===== config.mk =====
export PLATFORM = sky130hd
export DESIGN_NAME = sar_ctrl_param_flat
export DESIGN_NICKNAME = d
export VERILOG_FILES = /design/src/rtl/sar_ctrl_param_if.sv /design/src/rtl/sar_ctrl_param.sv /design/src/flat_wrapper.sv
export SDC_FILE = /design/constraint.sdc
export NUM_CORES = 1
export LEC_CHECK = 0
export BUFFER_PORTS_ARGS = -buffer_cell sky130_fd_sc_hd__buf_2
export CAP_MARGIN = 0
export CORE_MARGIN = 2
export CORE_UTILIZATION = 49
export CTS_CLUSTER_SIZE = 40
export DETAILED_ROUTE_END_ITERATION = 10
export PLACE_DENSITY = 0.75
export SLEW_MARGIN = 20
export SYNTH_ARGS = -nofsm -noshare
export SYNTH_HDL_FRONTEND = slang
export SYNTH_SLANG_ARGS = --single-unit

===== constraint.sdc =====
create_clock -name CLK_S -period 2.2 [get_ports CLK_S]
set_clock_uncertainty 0.2 [all_clocks]
set_input_delay 0.22 -clock CLK_S [delete_from_list [all_inputs] [get_ports CLK_S]]
set_output_delay 0.22 -clock CLK_S [all_outputs]
set_load 0.01 [all_outputs]

===== src/rtl/sar_ctrl_param_if.sv =====
// Handshake/bus bundle for the parametrised SAR controller.
// The slave modport is the controller; the master modport is whoever owns
// the conversion request and comparator (system logic or a bench).
// Optional SAR_COMP_ERR_EN adds the comparator-error flag ERR.
interface sar_ctrl_param_if #(
  parameter int NBITS = 10
);
  logic             START;
  logic             CONT;
  logic             COMP_P;
  logic             COMP_N;
  logic             CLKS;
  logic             CLKSB;
  logic             BUSY;
  logic             EOC;
  logic [NBITS-1:0] CF;
  logic [NBITS-1:0] CDAC_P;
  logic [NBITS-1:0] CDAC_N;
  logic [NBITS-1:0] DOUT;
`ifdef SAR_COMP_ERR_EN
  logic             ERR;

  modport master (
    output START, CONT, COMP_P, COMP_N,
    input  CLKS, CLKSB, BUSY, EOC, CF, CDAC_P, CDAC_N, DOUT, ERR
  );
  modport slave (
    input  START, CONT, COMP_P, COMP_N,
    output CLKS, CLKSB, BUSY, EOC, CF, CDAC_P, CDAC_N, DOUT, ERR
  );
`else
  modport master (
    output START, CONT, COMP_P, COMP_N,
    input  CLKS, CLKSB, BUSY, EOC, CF, CDAC_P, CDAC_N, DOUT
  );
  modport slave (
    input  START, CONT, COMP_P, COMP_N,
    output CLKS, CLKSB, BUSY, EOC, CF, CDAC_P, CDAC_N, DOUT
  );
`endif
endinterface


===== src/rtl/sar_ctrl_param.sv =====
// Parametrised SAR controller: sample-clock generation, NBITS-bit
// MSB-first successive approximation into P/N CDAC switch registers,
// final-code latch and single-cycle EOC. Single-shot (START) and
// continuous (CONT) modes.
// Optional build macro SAR_COMP_ERR_EN: adds sticky ERR flag and forces a
// bit to P=0/N=1 when the comparator outputs agree at a decision edge.

// One CDAC bit slice: switch pair plus its "resolved" flag.
module sar_ctrl_param_bit (
  input  logic CLK_S,
  input  logic RST,
  input  logic clr,     // new sample phase starting
  input  logic res,     // this bit is decided at this edge
  input  logic comp_p,
  input  logic comp_n,
  output logic cf,
  output logic p,
  output logic n,
  output logic p_nxt    // value p takes at this edge, for the DOUT latch
);
  logic dp, dn;

  // Decision mapping; with the error option an ambiguous comparator
  // result resolves the bit downward.
  always_comb begin
    dp = comp_p;
    dn = comp_n;
`ifdef SAR_COMP_ERR_EN
    if (comp_p == comp_n) begin
      dp = 1'b0;
      dn = 1'b1;
    end
`endif
  end

  assign p_nxt = res ? dp : p;

  // Switch registers: cleared on reset/sample entry, loaded when selected.
  always_ff @(posedge CLK_S) begin
    if (RST || clr) begin
      cf <= 1'b0;
      p  <= 1'b0;
      n  <= 1'b0;
    end else if (res) begin
      cf <= 1'b1;
      p  <= dp;
      n  <= dn;
    end
  end
endmodule

module sar_ctrl_param #(
  parameter int NBITS       = 10,
  parameter int SAMP_CYCLES = 16,
  parameter int CNT_W       = 8
) (
  input  logic             CLK_S,
  input  logic             RST,
  sar_ctrl_param_if.slave  bus
);
  typedef enum logic [1:0] {IDLE, SAMPLE, CONVERT, DONE} state_t;

  localparam logic [CNT_W-1:0] SAMP_LAST = CNT_W'(SAMP_CYCLES - 1);
  localparam logic [CNT_W-1:0] CONV_LAST = CNT_W'(NBITS - 1);
  localparam logic [NBITS-1:0] MSB_ONE   = {1'b1, {(NBITS-1){1'b0}}};

  state_t           state;
  logic [CNT_W-1:0] cnt;
  logic             clks, clksb, busy, eoc;
  logic [NBITS-1:0] dout;
  logic [NBITS-1:0] cf, cdac_p, cdac_n, p_nxt;
  logic [NBITS-1:0] bit_sel, res;
  logic             samp_go;

  // A new conversion starts from IDLE or straight out of DONE.
  assign samp_go = ((state == IDLE) || (state == DONE)) && (bus.START || bus.CONT);

  // Cycle k of CONVERT resolves bit NBITS-1-k; cnt never exceeds NBITS-1 here.
  assign bit_sel = MSB_ONE >> cnt;
  assign res     = (state == CONVERT) ? bit_sel : '0;

  for (genvar i = 0; i < NBITS; i++) begin : g_bit
    sar_ctrl_param_bit u_bit (
      .CLK_S  (CLK_S),
      .RST    (RST),
      .clr    (samp_go),
      .res    (res[i]),
      .comp_p (bus.COMP_P),
      .comp_n (bus.COMP_N),
      .cf     (cf[i]),
      .p      (cdac_p[i]),
      .n      (cdac_n[i]),
      .p_nxt  (p_nxt[i])
    );
  end

  // Phase sequencer with registered sample clocks, BUSY, EOC and code latch.
  always_ff @(posedge CLK_S) begin
    if (RST) begin
      state <= IDLE;
      cnt   <= '0;
      clks  <= 1'b0;
      clksb <= 1'b1;
      busy  <= 1'b0;
      eoc   <= 1'b0;
      dout  <= '0;
    end else begin
      eoc <= 1'b0;
      if (samp_go) begin
        state <= SAMPLE;
        cnt   <= '0;
        clks  <= 1'b1;
        clksb <= 1'b0;
        busy  <= 1'b1;
      end else begin
        unique case (state)
          IDLE: ;
          SAMPLE: begin
            if (cnt == SAMP_LAST) begin
              state <= CONVERT;
              cnt   <= '0;
              clks  <= 1'b0;
              clksb <= 1'b1;
            end else begin
              cnt <= cnt + CNT_W'(1);
            end
          end
          CONVERT: begin
            if (cnt == CONV_LAST) begin
              state <= DONE;
              cnt   <= '0;
              dout  <= p_nxt;
              eoc   <= 1'b1;
            end else begin
              cnt <= cnt + CNT_W'(1);
            end
          end
          DONE: begin
            state <= IDLE;
            busy  <= 1'b0;
          end
          default: state <= IDLE;
        endcase
      end
    end
  end

`ifdef SAR_COMP_ERR_EN
  logic err;

  // Sticky flag for ambiguous comparator decisions within one conversion.
  always_ff @(posedge CLK_S) begin
    if (RST || samp_go)
      err <= 1'b0;
    else if ((state == CONVERT) && (bus.COMP_P == bus.COMP_N))
      err <= 1'b1;
  end

  assign bus.ERR = err;
`endif

  assign bus.CLKS   = clks;
  assign bus.CLKSB  = clksb;
  assign bus.BUSY   = busy;
  assign bus.EOC    = eoc;
  assign bus.CF     = cf;
  assign bus.CDAC_P = cdac_p;
  assign bus.CDAC_N = cdac_n;
  assign bus.DOUT   = dout;
endmodule


===== src/flat_wrapper.sv =====
// flat-port wrapper written by rule: the top's interface ports become plain ports
module sar_ctrl_param_flat 
#(
  parameter int NBITS       = 10,
  parameter int SAMP_CYCLES = 16,
  parameter int CNT_W       = 8
)
  (CLK_S, RST, bus_START, bus_CONT, bus_COMP_P, bus_COMP_N, bus_CLKS, bus_CLKSB, bus_BUSY, bus_EOC, bus_CF, bus_CDAC_P, bus_CDAC_N, bus_DOUT);
  sar_ctrl_param_if #(.NBITS(NBITS)) bus_i ();
  input  logic CLK_S;
  input  logic RST;
  input wire logic [$bits(bus_i.START)-1:0] bus_START;
  input wire logic [$bits(bus_i.CONT)-1:0] bus_CONT;
  input wire logic [$bits(bus_i.COMP_P)-1:0] bus_COMP_P;
  input wire logic [$bits(bus_i.COMP_N)-1:0] bus_COMP_N;
  output wire logic [$bits(bus_i.CLKS)-1:0] bus_CLKS;
  output wire logic [$bits(bus_i.CLKSB)-1:0] bus_CLKSB;
  output wire logic [$bits(bus_i.BUSY)-1:0] bus_BUSY;
  output wire logic [$bits(bus_i.EOC)-1:0] bus_EOC;
  output wire logic [$bits(bus_i.CF)-1:0] bus_CF;
  output wire logic [$bits(bus_i.CDAC_P)-1:0] bus_CDAC_P;
  output wire logic [$bits(bus_i.CDAC_N)-1:0] bus_CDAC_N;
  output wire logic [$bits(bus_i.DOUT)-1:0] bus_DOUT;
  assign bus_i.START = bus_START;
  assign bus_i.CONT = bus_CONT;
  assign bus_i.COMP_P = bus_COMP_P;
  assign bus_i.COMP_N = bus_COMP_N;
  assign bus_CLKS = bus_i.CLKS;
  assign bus_CLKSB = bus_i.CLKSB;
  assign bus_BUSY = bus_i.BUSY;
  assign bus_EOC = bus_i.EOC;
  assign bus_CF = bus_i.CF;
  assign bus_CDAC_P = bus_i.CDAC_P;
  assign bus_CDAC_N = bus_i.CDAC_N;
  assign bus_DOUT = bus_i.DOUT;
  sar_ctrl_param #(.NBITS(NBITS), .SAMP_CYCLES(SAMP_CYCLES), .CNT_W(CNT_W)) u_core (.CLK_S(CLK_S), .RST(RST), .bus(bus_i));
endmodule

# Word level (Yosys, flattened, before mapping)
# Index checks and enable logic that the tools add are counted.
classes:
  mux: 27
  n_addsub: 1
  reduce_logical: 17
  n_bitwise: 2
  shifts: 1
  eq_ne: 9
op_table:
  columns: ["operator", "n"]
  rows:
  - ["$mux 1", 20]
  - ["$eq 8x4->1 const B", 2]
  - ["$mux 8", 2]
  - ["$pmux 8 s2", 1]
  - ["$mux 10", 1]
  - ["$shr 10x8->10 const A", 1]
  - ["$reduce_and 3->1", 3]
  - ["$add 8x1->8 const B", 1]
  - ["$reduce_bool 2->1", 4]
  - ["$pmux 2 s3", 1]
  - ["$eq 2x2->1 const B", 2]
  - ["$mux 2", 2]
  - ["$reduce_bool 4->1", 1]
  - ["$logic_or 1x1->1", 3]
  - ["$ne 3x2->1 const B", 1]
  - ["$ne 3x3->1 const B", 1]
  - ["$reduce_bool 3->1", 1]
  - ["$reduce_or 3->1", 1]
  - ["$eq 2x1->1 const B", 1]
  - ["$logic_not 2->1", 1]
  - ["$ne 2x1->1 const B", 1]
  - ["$ne 2x2->1 const B", 1]
  - ["$not 1->1", 2]
  - ["$reduce_and 2->1", 1]
  - ["other kinds (2)", 2]
totals:
  register_bits: 54

# Logic depth before layout (Yosys ltp)
logic_depth:
  ltp_word: 5
  depth_mapped: 8

# Hierarchy
# Synthesis repeated with hierarchy kept, for this count alone.
unflattened:
  cells_unflattened: 229
  area_unflattened_um2: 2323.5
by_module_without_submodules:
  columns: ["module", "area_per_inst_um2", "seq_area_each_um2", "cells_each", "instances"]
  rows:
  - ["sar_ctrl_param", 1209.9, 480.5, 139, 1]
  - ["sar_ctrl_param_bit", 111.4, 60.1, 9, 10]

# Worst setup path before layout
# OpenSTA, ideal clock, no wires.
synth_timing:
  path_type: "register -> register"
  start: "register u_core.cnt[7]"
  end: "register u_core.dout[0], in the netlist u_core.bus.DOUT[0]"
  setup_ns: 0.086
  synth_period_minus_slack_ns: 2.024
  t_arrival_ns: 1.738
  setup_slack_ns: 0.176
  t_required_ns: 1.914
  stages_incl_launch_ff: 6
  cell_sequence: "dfxtp_1 -> or3_1 -> buf_6 -> or4b_4 -> mux2i_1 -> a211oi_1"
synth_between:
  elab_chain_len: 3
  word_cells_on_any_way: 5
synth_rtl:
  columns: ["item", "line_no", "source"]
  rows:
  - ["start, declared", "sar_ctrl_param.sv:68", "logic [CNT_W-1:0] cnt;"]
  - ["start signal, assigned", "sar_ctrl_param.sv:125", "cnt <= cnt + CNT_W'(1);"]
  - ["start signal, assigned", "sar_ctrl_param.sv:135", "cnt <= cnt + CNT_W'(1);"]
  - ["$shr 10x8->10", "sar_ctrl_param.sv:79", "assign bit_sel = MSB_ONE >> cnt;"]
  - ["$mux 10", "sar_ctrl_param.sv:80", "assign res = (state == CONVERT) ? bit_sel : '0;"]
  - ["$mux 1", "sar_ctrl_param.sv:36", "assign p_nxt = res ? dp : p;"]
  - ["end signal, assigned", "sar_ctrl_param.sv:132", "dout <= p_nxt;"]
  - ["end, declared", "sar_ctrl_param.sv:70", "logic [NBITS-1:0] dout;"]
# Parallel ways exist; a longest one is shown, timed or not.
# A chain may end at the register's enable or synchronous reset.

# Final worst setup path
layout_timing:
  start: "register u_core.state[0]"
  end: "register u_core.dout[5], in the netlist u_core.bus.DOUT[5]"
layout_between:
  elab_chain_len: 5
  word_cells_on_any_way: 9
layout_rtl:
  columns: ["item", "line_no", "source"]
  rows:
  - ["start, declared", "sar_ctrl_param.sv:67", "state_t state;"]
  - ["start signal, assigned", "sar_ctrl_param.sv:100", "state <= IDLE;"]
  - ["start signal, assigned", "sar_ctrl_param.sv:110", "state <= SAMPLE;"]
  - ["start signal, assigned", "sar_ctrl_param.sv:120", "state <= CONVERT;"]
  - ["$eq 2x2->1 / $logic_not 2->1 (equally long branches)", "sar_ctrl_param.sv:76", "assign samp_go = ((state == IDLE) || (state == DONE)) && (bus.START || bus.CONT);"]
  - ["$logic_or 1x1->1", "sar_ctrl_param.sv:76", null]
  - ["$logic_and 1x1->1", "sar_ctrl_param.sv:76", null]
  - ["$not 1->1 (no line)", null, null]
  - ["$reduce_and 3->1 (no line)", null, null]
# Parallel ways exist; a longest one is shown, timed or not.

==> reports/summary.md <==
The run finished with clean final reports. Unique cell type count in the Yosys netlist: 44. The post-CTS clock slew at the launch and capture registers of the worst setup and hold paths was 0.10 ns; the total global routing track utilization was 17.80%.

Across the run, the number of max-cap violations was 0. The total DRC errors in the routed layout was 0. The clock insertion delay at the later pin of the skew report is 0.31 ns, and the remaining global-route overflow is 0.

The tools report the post-CTS setup buffer count as 0. The logs give 2869 um^2 for the final non-filler cell area and 4 for the first-pass iteration count of the detailed router. Of the post-synthesis cell area, the dominant cell type holds 42.94%. In this run the number of H-tree levels came out at 2. The placed wire-length estimate was 3604 um. The number of antenna diodes in the final layout is 0. The count of boundary I/O pins came out at 50. The first-pass GRT wire length is 7776 um. The initialized floorplan defines 26 standard-cell rows. Summed over all cells, the static leakage comes to 0.001253 uW. The die area was 5727 um^2; the sequential element share of the synthesized area was 42.94%.

By area the synthesized netlist is led by dfxtp_1 (43%), mux2i_1 (9.9%), buf_4 (8.9%). The actual slew at the worst max-slew pin is 0.5156 ns, and the worst hold slack after final layout is 0.04897 ns. The final critical delay including setup and external delays is 2.060 ns. The placement-stage worst setup slack came out at 0.05819 ns.

Cell accounting for the most synthesized area: dfxtp_1. Async set-reset flop share out of synthesis: 0%. For the net count after synthesis, the log shows 287. Input and output buffers added on the ports amount to 49. Number of vias in the routed layout: 1887. For this run, the leading register cell type out of synthesis is dfxtp_1. Dividing the detail-routed via count by the number of cells gives 5.005. In this run the standard cell core region covers 5042 um^2. The category of the worst setup path capture point is a flip-flop. The first routing iteration left 77 violations.

Entering global routing, the biggest net connects 31 pins. The kind of critical path was flip-flop to flip-flop. The number of failing hold endpoints at the final stage is 0.

The number of buffers inserted during clock tree synthesis was 5. The number of global-route vias before repair was 1633; the placed standard-cell area was 2734 um^2. The cell area that synthesis handed to floorplanning was 2517 um^2.

The tools report the number of failing setup endpoints in the final timing report as 0. The initial standard-cell utilization of the core is 49.93%. Yosys printed 0 warnings. From bottom edge to top edge, the die measures 75.68 um. The maximum frequency from static timing analysis was 0.4855 GHz; the post-synthesis register bit count was 54. Synthesis produced 274 cells.

The number of nets in the final layout is 319. Total design power: 2452 uW. The data required time of the critical path was 2.20 ns.

For this block, the routed nets add up to 4930 um of wire. The root buffer cell is clkbuf_8. The tools report the arrival time at the worst endpoint as 2.06 ns. The slack of the critical path is 0.1404 ns.

For the max-slew violation total from the final report, the log shows 0. The total power divided by cell area is 854.8 nW/um^2, and the fraction of the cycle the final worst path needs is 93.62%. VDD sags by at most 0.0003735 V. Of all nets on the critical path, the largest fanout is 8. The number of buffers between clock root and the deepest sink is 2, and the number of enable-type register cells in the synthesized netlist is 0. At the end of routability-driven placement, the weighted congestion stood at 0.7957. The logs give 0 for the initial antenna violation count and 0 for the remaining antenna violation count.

The floorplan die width came out at 75.68 um. The fraction of layout instances using a drive strength above 1 came out at 28.99%. The relative area change from synthesis to final layout is 13.97%. The sort of element at the start of the critical path was a flip-flop. The type of the most critical hold path is input port to flip-flop.

The utilization after layout is 56.90%. After synthesis, the mean cell area works out to 9.188 um^2. For the normalized max-slew margin, the log shows 65.15%. Average wire per standard cell: 13.08 um.

The tree built by TritonCTS fans out to 54 sinks. TritonCTS built the clock tree.
power by group:
part / internal, uW / switching [uW]
clock network: 375 / 331
logic: 261 / 402
registers: 1030 / 49.7
total: 1670 / 783
worst max-delay path: stages, from the launching register on:
cell     delay, ns
dfxtp_1       0.32
inv_1         0.12
ha_4          0.20
nor4b_1       0.45
and3_1        0.28
buf_12        0.14
mux2i_1       0.19
nor2_1        0.05
kinds of logic (layout without fill, tap and decap cells):
family | Yosys count | count (layout) | share of synthesized area [%]
compound gates | 31 | 31 | 7.456
xor+xnor | 6 | 6 | 2.088
fa+ha+maj | 7 | 7 | 3.479
buf+inv | 56 | 89 | 13.17
flops | 54 | 54 | 42.94
mux | 25 | 25 | 9.940
simple gates | 95 | 95 | 20.92
stage by stage:
step,instances,setup TNS [ns]
after floorplan,274,0
after global placement,369,0
after detailed placement,369,0
after CTS,377,0
after global routing,377,-0.001007
final,377,0
layout by cell type, fill, tap and decap left out, types with 2 or more instances in the layout:
cell type / synthesis / final
nor4b_1: 2 / 2
mux2i_1: 25 / 25
dfxtp_1: 54 / 53
o21ai_0: 5 / 5
ha_1: 7 / 6
a211oi_1: 3 / 3
buf_2: 1 / 49
nand2_1: 6 / 6
clkbuf_8: 0 / 6
xor2_1: 3 / 3
and3_1: 2 / 2
buf_4: 30 / 21
nor2_1: 51 / 51
inv_1: 10 / 10
nand4bb_1: 3 / 3
nand3_1: 7 / 7
nand4_1: 6 / 6
nor3_2: 2 / 2
nor4_2: 2 / 2
xnor2_1: 3 / 3
a21oi_1: 14 / 14
a31oi_1: 2 / 2
nand2b_1: 2 / 2
state kept, by name, indices dropped and copies added (netlist names):
register               flops
u_core.cnt                 8
u_core.bus.CLKS            1
u_core.g_bit.u_bit.n      10
u_core.g_bit.u_bit.cf     10
u_core.bus.EOC             1
u_core.bus.BUSY            1
u_core.bus.CLKSB           1
u_core.bus.DOUT           10
u_core.g_bit.u_bit.p      10
u_core.state               2
worst paths after layout:
kind              slack, ns                               endpoint                             startpoint  cells past startpoint
setup / recovery       0.14        u_core.bus.DOUT[5]$_SDFFE_PP0P_           u_core.state[0]$_SDFFE_PP0P_                      7
setup reg to reg       0.14        u_core.bus.DOUT[5]$_SDFFE_PP0P_           u_core.state[0]$_SDFFE_PP0P_                      7
hold reg to reg        0.25  u_core.g_bit[8].u_bit.cf$_SDFFE_PP0P_  u_core.g_bit[8].u_bit.cf$_SDFFE_PP0P_                      2
hold / removal         0.05        u_core.bus.DOUT[9]$_SDFFE_PP0P_                                    RST                      2
cell type report:
class / instances / area, um^2
Fill cell: 448 / 2173
Multi-Input combinational cell: 164 / 1117
Sequential cell: 54 / 1082
Timing Repair Buffer: 71 / 422.9
Tap cell: 70 / 87.58
Clock buffer: 6 / 82.58
Clock inverter: 2 / 38.79
Inverter: 10 / 37.54
synthesized netlist by cell type, types with 5 or more instances:
cell type  count
inv_1         10
ha_1           7
nand2_1        6
dfxtp_1       54
nor2_1        51
clkbuf_1      13
a21oi_1       14
o21ai_0        5
nand4_1        6
buf_4         30
nand3_1        7
mux2i_1       25
layer usage:
metal | up-vias | part of all wire [%] | track usage, %
met1 | 867 | 50 | 25.00
met2 | 46 | 44 | 26.67
li1 | 969 | - | -
met5 | - | 0 | 0
met4 | 0 | 0.91 | 5.263
met3 | 5 | 5.4 | 5.026
repair_timing:
item | in CTS | in global routing
hold buffers | 0 | 0
resized for setup | 0 | 3
setup endpoints to repair | 0 | 18
endpoints found under the hold margin | 0 | 0
Note: power is estimated with default switching activity, not from simulation.
